**config.mk**
```make
export PLATFORM = sky130hd
export DESIGN_NAME = watch_bcd_counter
export DESIGN_NICKNAME = d
export VERILOG_FILES = /design/src/rtl/watch_pkg.sv /design/src/rtl/watch_bcd_digit.sv /design/src/rtl/watch_bcd_counter.sv
export SDC_FILE = /design/constraint.sdc
export NUM_CORES = 1
export LEC_CHECK = 0
export CORE_MARGIN = 3
export CORE_UTILIZATION = 50
export CTS_BUF_LIST = sky130_fd_sc_hd__clkbuf_4
export DETAILED_ROUTE_END_ITERATION = 8
export GPL_TIMING_DRIVEN = 0
export PLACE_DENSITY_LB_ADDON = 0.2
export SKIP_CTS_REPAIR_TIMING = 1
export SLEW_MARGIN = 0
export SYNTH_ARGS = -nofsm -noshare
export SYNTH_HDL_FRONTEND = slang
export SYNTH_SLANG_ARGS = --single-unit
```
**constraint.sdc**
```tcl
create_clock -name clk -period 2.82 [get_ports clk]
set_input_delay 0.423 -clock clk [delete_from_list [all_inputs] [get_ports clk]]
set_output_delay 0.423 -clock clk [all_outputs]
set_load 0.005 [all_outputs]
```
**src/rtl/watch_pkg.sv**
```systemverilog
// Shared watch types and helpers: BCD digit type, digit maximum, and
// binary-to-BCD / digit-validity functions used by the counter blocks.
package watch_pkg;

    typedef logic [3:0] bcd_t;

    localparam bcd_t BCD_MAX = 4'd9;

    // Two-digit packed BCD {tens, ones} for a value in 0..99.
    function automatic logic [7:0] bin2bcd(input int v);
        bcd_t t;
        bcd_t o;
        t = 4'((v / 10) % 10);
        o = 4'(v % 10);
        return {t, o};
    endfunction

    function automatic logic bcd_valid(input bcd_t d);
        return (d <= BCD_MAX);
    endfunction

endpackage

```
**src/rtl/watch_bcd_digit.sv**
```systemverilog
// One BCD digit (0..9) with increment/decrement, terminal-count flags and
// parallel load; digits are chained by gating the next digit's inc/dec.
module watch_bcd_digit
    import watch_pkg::*;
#(
    parameter bcd_t RST_VAL = 4'd0
) (
    input  logic clk,
    input  logic rst,
    input  logic inc,
    input  logic dec,
    input  logic ld,
    input  bcd_t ld_val,
    output bcd_t q,
    output logic tc_up,
    output logic tc_dn
);

    bcd_t q_q;
    bcd_t q_d;

    assign tc_up = (q_q == BCD_MAX);
    assign tc_dn = (q_q == 4'd0);
    assign q     = q_q;

    always_comb begin
        q_d = q_q;
        if (ld) begin
            q_d = ld_val;
        end else if (inc) begin
            q_d = tc_up ? 4'd0 : q_q + 4'd1;
        end else if (dec) begin
            q_d = tc_dn ? BCD_MAX : q_q - 4'd1;
        end
    end

    always_ff @(posedge clk or negedge rst) begin
        if (!rst) begin
            q_q <= RST_VAL;
        end else begin
            q_q <= q_d;
        end
    end

endmodule

```
**src/rtl/watch_bcd_counter.sv**
```systemverilog
// Two-digit BCD watch counter LOW..HIGH with wrap carry/borrow and optional
// time-set preset, enabled by defining WATCH_BCD_LOAD_EN.
module watch_bcd_counter
    import watch_pkg::*;
#(
    parameter int LOW  = 0,
    parameter int HIGH = 59
) (
    input  logic       clk,
    input  logic       rst,
    input  logic       tick,
    input  logic       up_dn,
    input  logic       load,
    input  logic [3:0] load_tens,
    input  logic [3:0] load_ones,
    output logic [3:0] tens,
    output logic [3:0] ones,
    output logic       carry,
    output logic       load_err
);

    generate
        if (LOW < 0 || LOW > 98 || HIGH <= LOW || HIGH > 99) begin : g_bad_params
            $error("watch_bcd_counter: illegal LOW/HIGH parameters");
        end
    endgenerate

    localparam logic [7:0] LOW_BCD  = bin2bcd(LOW);
    localparam logic [7:0] HIGH_BCD = bin2bcd(HIGH);

    bcd_t tens_q;
    bcd_t ones_q;
    logic ones_tc_up;
    logic ones_tc_dn;
    logic tens_tc_up_unused;
    logic tens_tc_dn_unused;

    logic load_req;
    logic load_ok;
    logic at_high;
    logic at_low;

    logic ld;
    bcd_t ld_tens;
    bcd_t ld_ones;
    logic inc;
    logic dec;
    logic carry_d;
    logic carry_q;
    logic err_d;
    logic err_q;

`ifdef WATCH_BCD_LOAD_EN
    assign load_req = load;
    assign load_ok  = bcd_valid(load_tens) && bcd_valid(load_ones) &&
                      ({load_tens, load_ones} >= LOW_BCD) &&
                      ({load_tens, load_ones} <= HIGH_BCD);
`else
    logic unused_load;
    assign unused_load = ^{load, load_tens, load_ones};
    assign load_req    = 1'b0;
    assign load_ok     = 1'b0;
`endif

    // Digits always hold valid BCD, so packed BCD compares order like integers.
    assign at_high = ({tens_q, ones_q} == HIGH_BCD);
    assign at_low  = ({tens_q, ones_q} == LOW_BCD);

    always_comb begin
        ld      = 1'b0;
        ld_tens = LOW_BCD[7:4];
        ld_ones = LOW_BCD[3:0];
        inc     = 1'b0;
        dec     = 1'b0;
        carry_d = 1'b0;
        err_d   = 1'b0;
        if (load_req) begin
            if (load_ok) begin
                ld      = 1'b1;
                ld_tens = load_tens;
                ld_ones = load_ones;
            end else begin
                err_d = 1'b1;
            end
        end else if (tick) begin
            if (up_dn) begin
                if (at_high) begin
                    ld      = 1'b1;
                    carry_d = 1'b1;
                end else begin
                    inc = 1'b1;
                end
            end else begin
                if (at_low) begin
                    ld      = 1'b1;
                    ld_tens = HIGH_BCD[7:4];
                    ld_ones = HIGH_BCD[3:0];
                    carry_d = 1'b1;
                end else begin
                    dec = 1'b1;
                end
            end
        end
    end

    watch_bcd_digit #(
        .RST_VAL(LOW_BCD[3:0])
    ) u_ones (
        .clk   (clk),
        .rst   (rst),
        .inc   (inc),
        .dec   (dec),
        .ld    (ld),
        .ld_val(ld_ones),
        .q     (ones_q),
        .tc_up (ones_tc_up),
        .tc_dn (ones_tc_dn)
    );

    watch_bcd_digit #(
        .RST_VAL(LOW_BCD[7:4])
    ) u_tens (
        .clk   (clk),
        .rst   (rst),
        .inc   (inc & ones_tc_up),
        .dec   (dec & ones_tc_dn),
        .ld    (ld),
        .ld_val(ld_tens),
        .q     (tens_q),
        .tc_up (tens_tc_up_unused),
        .tc_dn (tens_tc_dn_unused)
    );

    always_ff @(posedge clk or negedge rst) begin
        if (!rst) begin
            carry_q <= 1'b0;
            err_q   <= 1'b0;
        end else begin
            carry_q <= carry_d;
            err_q   <= err_d;
        end
    end

    assign tens     = tens_q;
    assign ones     = ones_q;
    assign carry    = carry_q;
    assign load_err = err_q;

endmodule

```
==> results.md <==
Run status:
- The run finished with clean final reports.

Critical path:
- Measured in cells, the most critical reg-to-reg path has a length of 7.
- The required time reported for the critical path endpoint is 2.97 ns.
- Among all stages on the critical path, the largest delay is contributed by sky130_fd_sc_hd__dfrtp_1.
- The data arrival time of the worst path is 2.10 ns.
- The worst setup path is of the register to register kind.
- In this run the critical register-to-register path is launched from u_ones.q[1].
- Across all register-to-register paths, the minimum setup slack is 0.87 ns.
- The critical path crosses 7 cells after its start point.
- Grouping stages by cell kind, the critical path spends the most delay in compound AO/OA/AOI/OAI gates.
- The number of buffer and inverter instances along the worst setup path is 2.
- The maximum fanout encountered on the critical timing path is 8.
- Traced cell by cell, the critical path runs through inv_1, ha_1, and4b_1, buf_6, nand3_4, a2111oi_2, o31ai_2.
- The critical path capture point type is a register.
- The worst setup path is launched from a register.
- The delay contributed by the slowest stage of the critical path is 0.44 ns.
- The end of the worst register-to-register path is u_tens.q[2].

Place:
- The detailed placer's ending HPWL is 1.42 mm.
- The cell count after placement is 122.
- The number of buffers inserted by port buffering is 11.
- Timing analysis after detailed placement gives a worst setup slack of 0.772 ns.
- The global placement routability congestion is 0.914.

Power:
- The cell leakage power is 0.414 nW.
- The analysis attributes to net switching a power of 425 uW.
- In this run switching power makes up 43.8% of total power.
- For this design the ratio of total power to cell area is 952 nW/um^2.
- The clock network fraction of design power is 11.9%.
- The portion of total power attributed to combinational logic is 63.5%.
- The worst IR drop on VDD is 0.502 mV.
- The part of the total power dissipated in sequential elements is 24.6%.
- The internal power of the cells is 546 uW.

STA:
- The share of the cycle needed by the critical path after routing is 69.2%.
- The final count of hold timing violations was 0.
- The final setup TNS is 0 ns.
- Setup repair after global routing left no endpoint under its margin.
- The peak clock frequency supported by timing is 0.512 GHz.
- Setup violations remaining at the end of the flow were counted as 0.
- The worst clock skew on the final layout is 0.000293 ns.
- The setup slack after layout is 0.868 ns.
- The final number of max-transition violations came to 0.
- The final period demand of the worst path is 1.95 ns.

Route:
- The violation count after the first detailed-routing iteration is 38.
- In the routed design, unresolved DRC markers number 0.
- In the final routed layout, each cell accounts on average for 15.2 um.
- The ratio of routed vias to standard cells is 6.18.
- The routed via count is 779.
- The post-detailed-routing wire length is 1.92 mm.
- The remaining antenna violation count after routing is 0.
- The number of optimization iterations in the first detailed-route pass is 4.

Global routing:
- The via count of the first global-routing pass was 751.
- The largest net degree at the start of global routing is 11.
- The aggregate global routing overflow is 0.
- The number of antenna violations at the first check in global routing is 0.
- Global routing used 20.1% of the available tracks across all layers.
- The first global-routing pass estimated 3.21 mm of wire.

Die:
- The floorplan has 14 rows.
- Measured along the y axis, the die boundary spans 47.5 um.
- The floorplan step set the die width to 47.5 um.
- The I/O pin count is 23.
- The total core area is 1560 um^2.
- The floorplan die area is 2250 um^2.
- For this configuration, the core starts out at a cell density of 55.1%.

Clock network:
- In this run the number of H-tree levels came out at 1.
- After clock tree synthesis, the clock-pin slew on the worst setup and hold paths is 0.06 ns.
- The cell at the root of the clock tree is sky130_fd_sc_hd__clkbuf_4.
- The clock latency of the later-clocked register in the worst-skew pair is 0.27 ns.
- The number of clock sinks seen by CTS is 9.
- The clock tree from TritonCTS is yes.
- Buffers inserted during clock tree synthesis total 3.
- The worst-case clock buffer depth is 2.

Cells and area:
- The count of non-filler cells in the finished layout is 126.
- The number of inserted filler cells in the final layout is 133.
- The antenna diode count is 0.
- Relative to the synthesized area, the layout overhead comes to 18.6%.
- For this run, the post-layout net count is 128.
- In the final layout, the share of cells above drive strength 1 is 16.4%.

Synthesis:
- The biggest area contributor in the post-synthesis netlist is sky130_fd_sc_hd__dfrtp_1.
- The synthesized netlist contains 46 unique library cells.
- After synthesis the netlist holds a flip-flop and latch count of 9.
- The share of synthesized area in the top cell type comes to 26.2%.
- Counting every net in the synthesized netlist gives 112.
- The number of warnings issued by yosys is 0.
- Of all flip-flops after synthesis, the portion carrying an async set or reset was 100%.
- The most frequently used flop master after synthesis is sky130_fd_sc_hd__dfrtp_1.
- In the post-synthesis netlist, the biggest area contributors are sky130_fd_sc_hd__dfrtp_1 26%, sky130_fd_sc_hd__ha_1 5.8%, sky130_fd_sc_hd__mux2i_1 3.5%, sky130_fd_sc_hd__o21ai_0 3.5%, sky130_fd_sc_hd__o41ai_4 3.2%.
- The mean post-synth cell area is 9.05 um^2.
- The fraction of the yosys area taken by sequential cells is 26.2%.
- The mapped netlist covers 860 um^2.
- In this run, synthesis inferred 0 flip-flops with an integrated enable.
- In the synthesized netlist, the number of instances is 95.

Min path:
- For hold timing, the worst endpoint is u_ones.q[3].
- The startpoint identified for the worst hold timing path is up_dn.
- The path category of the worst min-delay check is primary input to register.
- Counting instances, the worst hold path has a depth of 2.

Job:
- The tool flagged a number of max-cap violations equal to 0.
[how the worst max path moves through the flow]
stage / slack, ns / endpoint / start
after global routing: 0.76 / u_ones.q[1] / u_ones.q[1]
after detailed placement: 0.77 / u_tens.q[1] / tick
after global placement: 0.80 / u_tens.q[1] / tick
after floorplan: 1.09 / u_tens.q[2] / u_ones.q[1]
final: 0.87 / u_tens.q[2] / u_ones.q[1]
after CTS: 0.89 / u_tens.q[2] / u_ones.q[1]
[synth_stat cells (all sizes together), types with 2 or more instances]
cell / count
xnor2: 2
o31ai: 3
inv: 5
and3: 2
a2bb2oi: 2
clkbuf: 2
buf: 7
nor2b: 2
nand2: 5
nand3: 3
ha: 4
nand4b: 2
nand2b: 4
o211ai: 2
a21oi: 3
o22ai: 3
mux2i: 3
dfrtp: 9
o21ai: 7
nor2: 4
a22oi: 2
[metrics by stage]
| step | hold WS, ns | power, mW | util [%] | area, um^2 |
|---|---|---|---|---|
| after floorplan | 0.127 | 0.654 | - | 860 |
| after global placement | 0.651 | 0.833 | 63.5 | 990 |
| after detailed placement | 0.652 | 0.848 | 63.5 | 990 |
| after CTS | 0.427 | 0.967 | 65.4 | 1020 |
| after global routing | 0.448 | 1.06 | 65.4 | 1020 |
| final | 0.429 | 0.970 | 65.4 | 1020 |
[layout make-up]
| type | instances | area (um^2) | share of cell area (%) |
|---|---|---|---|
| Inverter | 5 | 18.8 | 1.84 |
| Timing Repair Buffer | 11 | 110 | 10.8 |
| Tap cell | 16 | 20.0 | 1.96 |
| Buffer | 9 | 60.1 | 5.89 |
| Multi-Input combinational cell | 72 | 556 | 54.5 |
| Sequential cell | 9 | 225 | 22.1 |
| Clock buffer | 4 | 30.0 | 2.94 |
[flip-flops by register name, summed over array words and instances (netlist names)]
name / cells
u_tens.q: 4
u_ones.q: 4
carry: 1
[cells in the final DEF, fill, tap and decap left out, types with 2 or more instances in the layout]
cell type	netlist	final
sky130_fd_sc_hd__clkbuf_4	0	4
sky130_fd_sc_hd__clkbuf_1	2	2
sky130_fd_sc_hd__nand3_1	2	2
sky130_fd_sc_hd__nand2b_1	3	3
sky130_fd_sc_hd__a22oi_1	2	2
sky130_fd_sc_hd__nor2_1	4	4
sky130_fd_sc_hd__dfrtp_1	9	9
sky130_fd_sc_hd__mux2i_1	3	3
sky130_fd_sc_hd__inv_1	5	5
sky130_fd_sc_hd__nand2_1	5	5
sky130_fd_sc_hd__xnor2_1	2	2
sky130_fd_sc_hd__and3_1	2	2
sky130_fd_sc_hd__nor2b_1	2	2
sky130_fd_sc_hd__o22ai_1	3	3
sky130_fd_sc_hd__o31ai_1	2	2
sky130_fd_sc_hd__a21oi_1	3	3
sky130_fd_sc_hd__clkdlybuf4s50_1	0	11
sky130_fd_sc_hd__ha_1	4	4
sky130_fd_sc_hd__buf_4	2	2
sky130_fd_sc_hd__nand4b_1	2	2
sky130_fd_sc_hd__o21ai_0	6	6
sky130_fd_sc_hd__buf_2	3	3
sky130_fd_sc_hd__buf_6	2	2
sky130_fd_sc_hd__o211ai_1	2	2
sky130_fd_sc_hd__a2bb2oi_1	2	2
[kinds of logic (layout without fill, tap and decap cells)]
logic type	after synthesis	in the layout	share of synthesized area, %
adder cells (fa/ha/maj)	4	4	5.82
AND/OR/NAND/NOR	31	31	24.3
XOR/XNOR	2	2	2.04
buffers and inverters	14	29	9.17
other	1	1	0.436
multiplexers	3	3	3.49
AO/OA/AOI/OAI	31	31	28.5
flip-flops	9	9	26.2
[power groups by stage]
stage / logic [mW] / clock network (mW) / registers (mW)
floorplan: 0.418 / 0 / 0.236
global placement: 0.593 / 0 / 0.241
detailed placement: 0.606 / 0 / 0.242
CTS: 0.609 / 0.119 / 0.239
global route: 0.687 / 0.128 / 0.248
finish: 0.616 / 0.116 / 0.239
[metal layers]
metal  vias to the layer above  share of wire, %  track usage (%)
met4                         0                 0             7.18
met3                         0               7.1             6.39
met5                         -                 0                0
met1                       366                46             27.3
met2                        30                46             29.9
li1                        383                 -                -
No activity file was read; power rests on OpenSTA's default activity.
